===== src/rtl/uart_phy.sv =====
// uart_phy: 8N1 LSB-first serial line engine, RX deserialiser and TX serialiser sharing one clock
module uart_phy #(
  parameter int MASTER_CLOCK_FREQ = 50_000_000,
  parameter int BAUD              = 115200
) (
  input  logic       i_clk,
  input  logic       i_reset_n,
  input  logic       i_uart_rx,
  output logic       o_uart_tx,
  output logic [7:0] o_rx_data,
  output logic       o_rx_stb,
  output logic       o_rx_frame_err,
  input  logic [7:0] i_tx_data,
  input  logic       i_tx_stb,
  output logic       o_tx_busy
);
  localparam int CLKS_PER_BIT = MASTER_CLOCK_FREQ / BAUD;
  localparam int TW = CLKS_PER_BIT < 4 ? 2 : $clog2(CLKS_PER_BIT);
  localparam logic [TW-1:0] BIT_LAST  = TW'(CLKS_PER_BIT - 1);
  localparam logic [TW-1:0] HALF_LAST = TW'(CLKS_PER_BIT / 2 - 1);
  if (CLKS_PER_BIT < 4) begin : g_bad_baud
    $error("uart_phy: MASTER_CLOCK_FREQ / BAUD must be at least 4");
  end
  typedef enum logic [2:0] {RX_IDLE, RX_START, RX_DATA, RX_STOP, RX_BREAK} rx_state_t;
  typedef enum logic [1:0] {TX_IDLE, TX_START, TX_DATA, TX_STOP} tx_state_t;
  rx_state_t rx_state_q, rx_state_d;
  logic [1:0] rx_sync_q, rx_sync_d;
  logic [TW-1:0] rx_tmr_q, rx_tmr_d;
  logic [2:0] rx_idx_q, rx_idx_d;
  logic [7:0] rx_shift_q, rx_shift_d, rx_data_q, rx_data_d;
  logic rx_stb_q, rx_stb_d, rx_ferr_q, rx_ferr_d;
  logic rx_s, rx_tick, rx_stop_tick;
  tx_state_t tx_state_q, tx_state_d;
  logic [TW-1:0] tx_tmr_q, tx_tmr_d;
  logic [2:0] tx_idx_q, tx_idx_d;
  logic [7:0] tx_shift_q, tx_shift_d;
  logic tx_q, tx_d, busy_q, busy_d, tx_tick;
  assign rx_s = rx_sync_q[1];
  assign rx_tick = rx_tmr_q == '0;
  assign tx_tick = tx_tmr_q == '0;
  assign o_rx_data = rx_data_q;
  assign o_rx_stb = rx_stb_q;
  assign o_rx_frame_err = rx_ferr_q;
  assign o_uart_tx = tx_q;
  assign o_tx_busy = busy_q;
  // synchroniser resets to the idle level so reset release never looks like a start bit
  always_ff @(posedge i_clk or negedge i_reset_n) begin
    if (!i_reset_n) begin
      rx_sync_q  <= 2'b11;
      rx_state_q <= RX_IDLE;
      rx_tmr_q   <= '0;
      rx_idx_q   <= '0;
      rx_shift_q <= '0;
      rx_data_q  <= '0;
      rx_stb_q   <= 1'b0;
      rx_ferr_q  <= 1'b0;
    end else begin
      rx_sync_q  <= rx_sync_d;
      rx_state_q <= rx_state_d;
      rx_tmr_q   <= rx_tmr_d;
      rx_idx_q   <= rx_idx_d;
      rx_shift_q <= rx_shift_d;
      rx_data_q  <= rx_data_d;
      rx_stb_q   <= rx_stb_d;
      rx_ferr_q  <= rx_ferr_d;
    end
  end
  always_comb begin
    rx_sync_d  = {rx_sync_q[0], i_uart_rx};
    rx_state_d = rx_state_q;
    rx_tmr_d   = rx_tick ? rx_tmr_q : rx_tmr_q - TW'(1);
    rx_idx_d   = rx_idx_q;
    rx_shift_d = rx_shift_q;
    case (rx_state_q)
      RX_IDLE: if (!rx_s) begin
        rx_state_d = RX_START;
        rx_tmr_d   = HALF_LAST;
      end
      RX_START: if (rx_tick) begin
        rx_state_d = rx_s ? RX_IDLE : RX_DATA;
        rx_tmr_d   = BIT_LAST;
        rx_idx_d   = '0;
      end
      RX_DATA: if (rx_tick) begin
        rx_shift_d = {rx_s, rx_shift_q[7:1]};
        rx_tmr_d   = BIT_LAST;
        rx_idx_d   = rx_idx_q + 3'd1;
        rx_state_d = rx_idx_q == 3'd7 ? RX_STOP : RX_DATA;
      end
      RX_STOP: if (rx_tick) rx_state_d = rx_s ? RX_IDLE : RX_BREAK;
      RX_BREAK: if (rx_s) rx_state_d = RX_IDLE;
      default: rx_state_d = RX_IDLE;
    endcase
  end
  always_comb begin
    rx_stop_tick = rx_state_q == RX_STOP && rx_tick;
    rx_stb_d     = rx_stop_tick && rx_s;
    rx_ferr_d    = rx_stop_tick && !rx_s;
    rx_data_d    = rx_stb_d ? rx_shift_q : rx_data_q;
  end
  always_ff @(posedge i_clk or negedge i_reset_n) begin
    if (!i_reset_n) begin
      tx_state_q <= TX_IDLE;
      tx_tmr_q   <= '0;
      tx_idx_q   <= '0;
      tx_shift_q <= '0;
      tx_q       <= 1'b1;
      busy_q     <= 1'b0;
    end else begin
      tx_state_q <= tx_state_d;
      tx_tmr_q   <= tx_tmr_d;
      tx_idx_q   <= tx_idx_d;
      tx_shift_q <= tx_shift_d;
      tx_q       <= tx_d;
      busy_q     <= busy_d;
    end
  end
  always_comb begin
    tx_state_d = tx_state_q;
    tx_tmr_d   = tx_tick ? BIT_LAST : tx_tmr_q - TW'(1);
    tx_idx_d   = tx_idx_q;
    tx_shift_d = tx_shift_q;
    case (tx_state_q)
      TX_IDLE: begin
        tx_tmr_d = BIT_LAST;
        if (i_tx_stb) begin
          tx_state_d = TX_START;
          tx_shift_d = i_tx_data;
        end
      end
      TX_START: if (tx_tick) begin
        tx_state_d = TX_DATA;
        tx_idx_d   = '0;
      end
      TX_DATA: if (tx_tick) begin
        tx_state_d = tx_idx_q == 3'd7 ? TX_STOP : TX_DATA;
        tx_shift_d = {1'b0, tx_shift_q[7:1]};
        tx_idx_d   = tx_idx_q + 3'd1;
      end
      TX_STOP: if (tx_tick) tx_state_d = TX_IDLE;
      default: tx_state_d = TX_IDLE;
    endcase
  end
  // line level is decided from the next state so the pin changes on the same edge as the FSM
  always_comb begin
    tx_d   = tx_state_d == TX_START ? 1'b0 : tx_state_d == TX_DATA ? tx_shift_d[0] : 1'b1;
    busy_d = tx_state_d != TX_IDLE;
  end
endmodule


===== config.mk =====
export PLATFORM = sky130hd
export DESIGN_NAME = uart_phy
export DESIGN_NICKNAME = d
export VERILOG_FILES = /design/src/rtl/uart_phy.sv
export SDC_FILE = /design/constraint.sdc
export NUM_CORES = 1
export LEC_CHECK = 0
export ABC_AREA = 1
export CAP_MARGIN = 30
export CORE_AREA = 2 2 101 103
export CTS_BUF_LIST = sky130_fd_sc_hd__clkbuf_2 sky130_fd_sc_hd__clkbuf_4 sky130_fd_sc_hd__clkbuf_8
export CTS_CLUSTER_DIAMETER = 30
export DETAILED_ROUTE_END_ITERATION = 8
export DIE_AREA = 0 0 103 105
export GPL_TIMING_DRIVEN = 1
export PLACE_DENSITY = 0.52
export SYNTH_ARGS = -nofsm -noshare
export SYNTH_HDL_FRONTEND = slang
export SYNTH_SLANG_ARGS = --single-unit

===== constraint.sdc =====
create_clock -name i_clk -period 2.09 [get_ports i_clk]
set_input_delay 0.209 -clock i_clk [delete_from_list [all_inputs] [get_ports i_clk]]
set_output_delay 0.209 -clock i_clk [all_outputs]
set_load 0.005 [all_outputs]

==> flow_summary_export.csv <==
group,metric,value,unit
logic_synthesis,syn_nets,316,
worst_setup_path,arrival,1.88,ns
detailed_routing,drc,0,
logic_synthesis,synthCells,296,
grt,first_global_vias,1932,
sta,rsz0062_at_grt,"false",
logic_synthesis,postSynthRegisterBits,59,
grt,overflow,0,
power_and_ir_drop,internal_power,1.81,mW
worst_setup_path,cp_max_fo,11,
finish,mostFrequentLayoutCell,"nand2_1",
clocking,ctsRootBufferMaster,"clkbuf_8",
placement,io_buffers,23,
grt,grt_usage,0.105,
detailed_routing,via_per_inst,4.18,
floorplan,die_h,105,µm
worst_setup_path,start_kind,"register",
sta,relSlewSlack,0.783,
placement,dp_hpwl,3460,µm
power_and_ir_drop,seqPwrFrac,0.504,
logic_synthesis,netlist_area,0.00274,mm²
detailed_routing,drtIter0Drc,86,
worst_setup_path,endpoint_kind,"register",
sta,skew,0.00662,ns
worst_setup_path,worst-endpoint-required,2.30,ns
clocking,clk_pin_slew,0.06,ns
detailed_routing,totalWireLength,4920,µm
floorplan,core_area,0.00964,mm²
floorplan,die_w,103,µm
power_and_ir_drop,combPwrFrac,0.022,
worst_setup_path,path_class,"register to register",
sta,tightest_slew,0.325,ns
outcome,status,"finished, final reports clean",
worst_setup_path,r2r-start,"rx_tmr_q[0]$_DFF_PN0_",
grt,antenna_found_initial,0,
floorplan,initial_core_util,0.285,
finish,drive_gt1_frac,0.150,
placement,place_inst,450,
logic_synthesis,netlist-cell-type-count,31,
sta,finalHoldViolCount,0,
finish,nets,349,
sta,report.final.slew_viol_count,0,
clocking,cts_sinks,59,
logic_synthesis,ys.flop_type,"dfrtp_1",
power_and_ir_drop,vdd_drop_max,404,µV
finish,most-common-layout-cells,"nand2_1, dfrtp_1, inv_1",
clocking,cts_setup_buffers,0,
sta,finalSetupTns,0,ns
clocking,cts_buffers,9,
power_and_ir_drop,p_leak,1.53,nW
floorplan,rows,36,
logic_synthesis,yosys_warnings,0,
grt,grt_max_degree,60,
logic_synthesis,synth_edf_count,0,
sta,max_freq,0.600,GHz
logic_synthesis,ys_seq_area_frac,0.539,
clocking,clock_latency,0.34,ns
finish,stdcell_count,467,
detailed_routing,vias,1954,
worst_setup_path,worstRegToRegCells,8,
power_and_ir_drop,p_switching,0.468,mW
logic_synthesis,synthArstFlopShare,1.00,
worst_setup_path,startpoint,"rx_tmr_q[0]$_DFF_PN0_",
detailed_routing,avgRoutedWirePerCell,10.5,µm
power_and_ir_drop,p_clk_frac,0.475,
clocking,cts-htree-levels,3,
sta,setup_viol_count_final,0,
clocking,cts_tree,"built",
power_and_ir_drop,cellPowerDensity,681,mW/mm²
detailed_routing,dr.pass1.iters,4,
sta,period_needed,1.67,ns
grt,grt_pass1_wl,8870,µm
worst_setup_path,reg2reg_slack,0.42,ns
job,drv_cap,0,
floorplan,die-area,0.0108,mm²
worst_setup_path,cp-endpoint,"rx_tmr_q[0]$_DFF_PN0_",
worst_hold_path,hp-class,"primary input to register",
power_and_ir_drop,switching_share,0.205,
placement,gp_congestion,0.765,
finish,areaGrowthSynthToFinish,22.1,%
clocking,ctsLongestPathBuffers,2,
floorplan,ios,24,
sta,period_share,0.798,
finish,n_antenna_cell,0,
worst_setup_path,r2r_end,"rx_tmr_q[0]$_DFF_PN0_",
detailed_routing,drtAntennaViolNets,0,
finish,fillers,1036,
logic_synthesis,postSynthAreaPerCell,9.27,µm²
==> Yosys cell counts (all sizes together), types with 2 or more instances <==
master	n	area (µm²)
nand2	78	310
dfrtp	56	1400
inv	34	130
nor2	34	158
o21ai	29	194
nand3	24	133
ha	8	100
a21oi	5	25.0
xnor2	5	43.8
o211ai	4	30.0
dfstp	3	78.8
nor3	3	26.3
a22o	2	17.5
buf	2	22.5
xor2	2	17.5
==> final cells by class <==
| type | count | area, µm² | area share |
|---|---|---|---|
| well taps | 133 | 166 | 0.0497 |
| clock inverters | 4 | 47.5 | 0.0142 |
| clock buffers | 12 | 165 | 0.0493 |
| multi-input cells | 200 | 1110 | 0.330 |
| repair buffers | 25 | 255 | 0.0762 |
| inverters | 34 | 130 | 0.0388 |
| flip-flops and latches | 59 | 1480 | 0.442 |
==> sequential cells by signal (all words and copies together), names as in the netlist <==
register,count
o_tx_busy,1
tx_state_q,2
o_uart_tx,1
rx_sync_q,2
rx_idx_q,3
o_rx_data,8
tx_tmr_q,9
o_rx_frame_err,1
rx_shift_q,8
rx_state_q,3
o_rx_stb,1
tx_shift_q,8
tx_idx_q,3
rx_tmr_q,9
==> how the worst min path moves through the flow <==
stage	from	endpoint	cells after the start
2_1_floorplan	i_reset_n	o_rx_data[0]$_DFFE_PN0P_	0
3_3_place_gp	i_reset_n	rx_tmr_q[6]$_DFF_PN0_	2
3_5_place_dp	i_reset_n	rx_tmr_q[6]$_DFF_PN0_	2
4_1_cts	i_uart_rx	rx_sync_q[0]$_DFF_PN1_	1
5_1_grt	i_uart_rx	rx_sync_q[0]$_DFF_PN1_	1
6_report	i_uart_rx	rx_sync_q[0]$_DFF_PN1_	1
==> timing repair <==
item	4_1_cts	5_1_grt
endpoints found under the setup margin	0	0
hold endpoints to repair	56	0
resized for setup	0	0
hold buffers	1	0
==> stage by stage <==
step / power, mW / hold WS, ns / utilization / instance area, µm² / setup slack, ns
floorplan: 1.17 / -0.0866 / - / 2740 / 0.573
global placement: 1.22 / 0.248 / 0.325 / 3130 / 0.453
detailed placement: 1.22 / 0.246 / 0.325 / 3130 / 0.421
CTS: 2.32 / 0.261 / 0.348 / 3350 / 0.407
global route: 2.38 / 0.283 / 0.348 / 3350 / 0.246
finish: 2.28 / 0.278 / 0.348 / 3350 / 0.422
==> worst max-delay path: stages (launching register included) <==
cell and delay, ns:
dfrtp_1 0.38, inv_1 0.11, ha_1 0.15, nand3_1 0.11, nor2_4 0.29, inv_4 0.11, ha_1 0.28, inv_1 0.05
o22ai_1 0.06
==> logic make-up after synthesis <==
group           share of synthesized area
simple gates                        0.243
flops                               0.539
compound gates                      0.102
buf+inv                            0.0575
fa+ha+maj                          0.0365
xor+xnor                           0.0223
==> power groups by stage <==
stage	Sequential (mW)	Clock, mW	Combinational [mW]
global placement	1.17	0	0.0512
detailed placement	1.17	0	0.0513
CTS	1.15	1.12	0.0530
finish	1.15	1.08	0.0496
floorplan	1.17	0	0.00190
global route	1.15	1.18	0.0571
==> per-layer routing <==
metal	vias up	track usage	part of all wire	wire, µm
met5	-	0	0	0
met4	0	0.0310	0.014	70
met3	9	0.0448	0.042	206
met2	28	0.155	0.45	2220
met1	898	0.138	0.49	2420
li1	1019	-	-	-
Note: power is estimated with default switching activity, not from simulation.
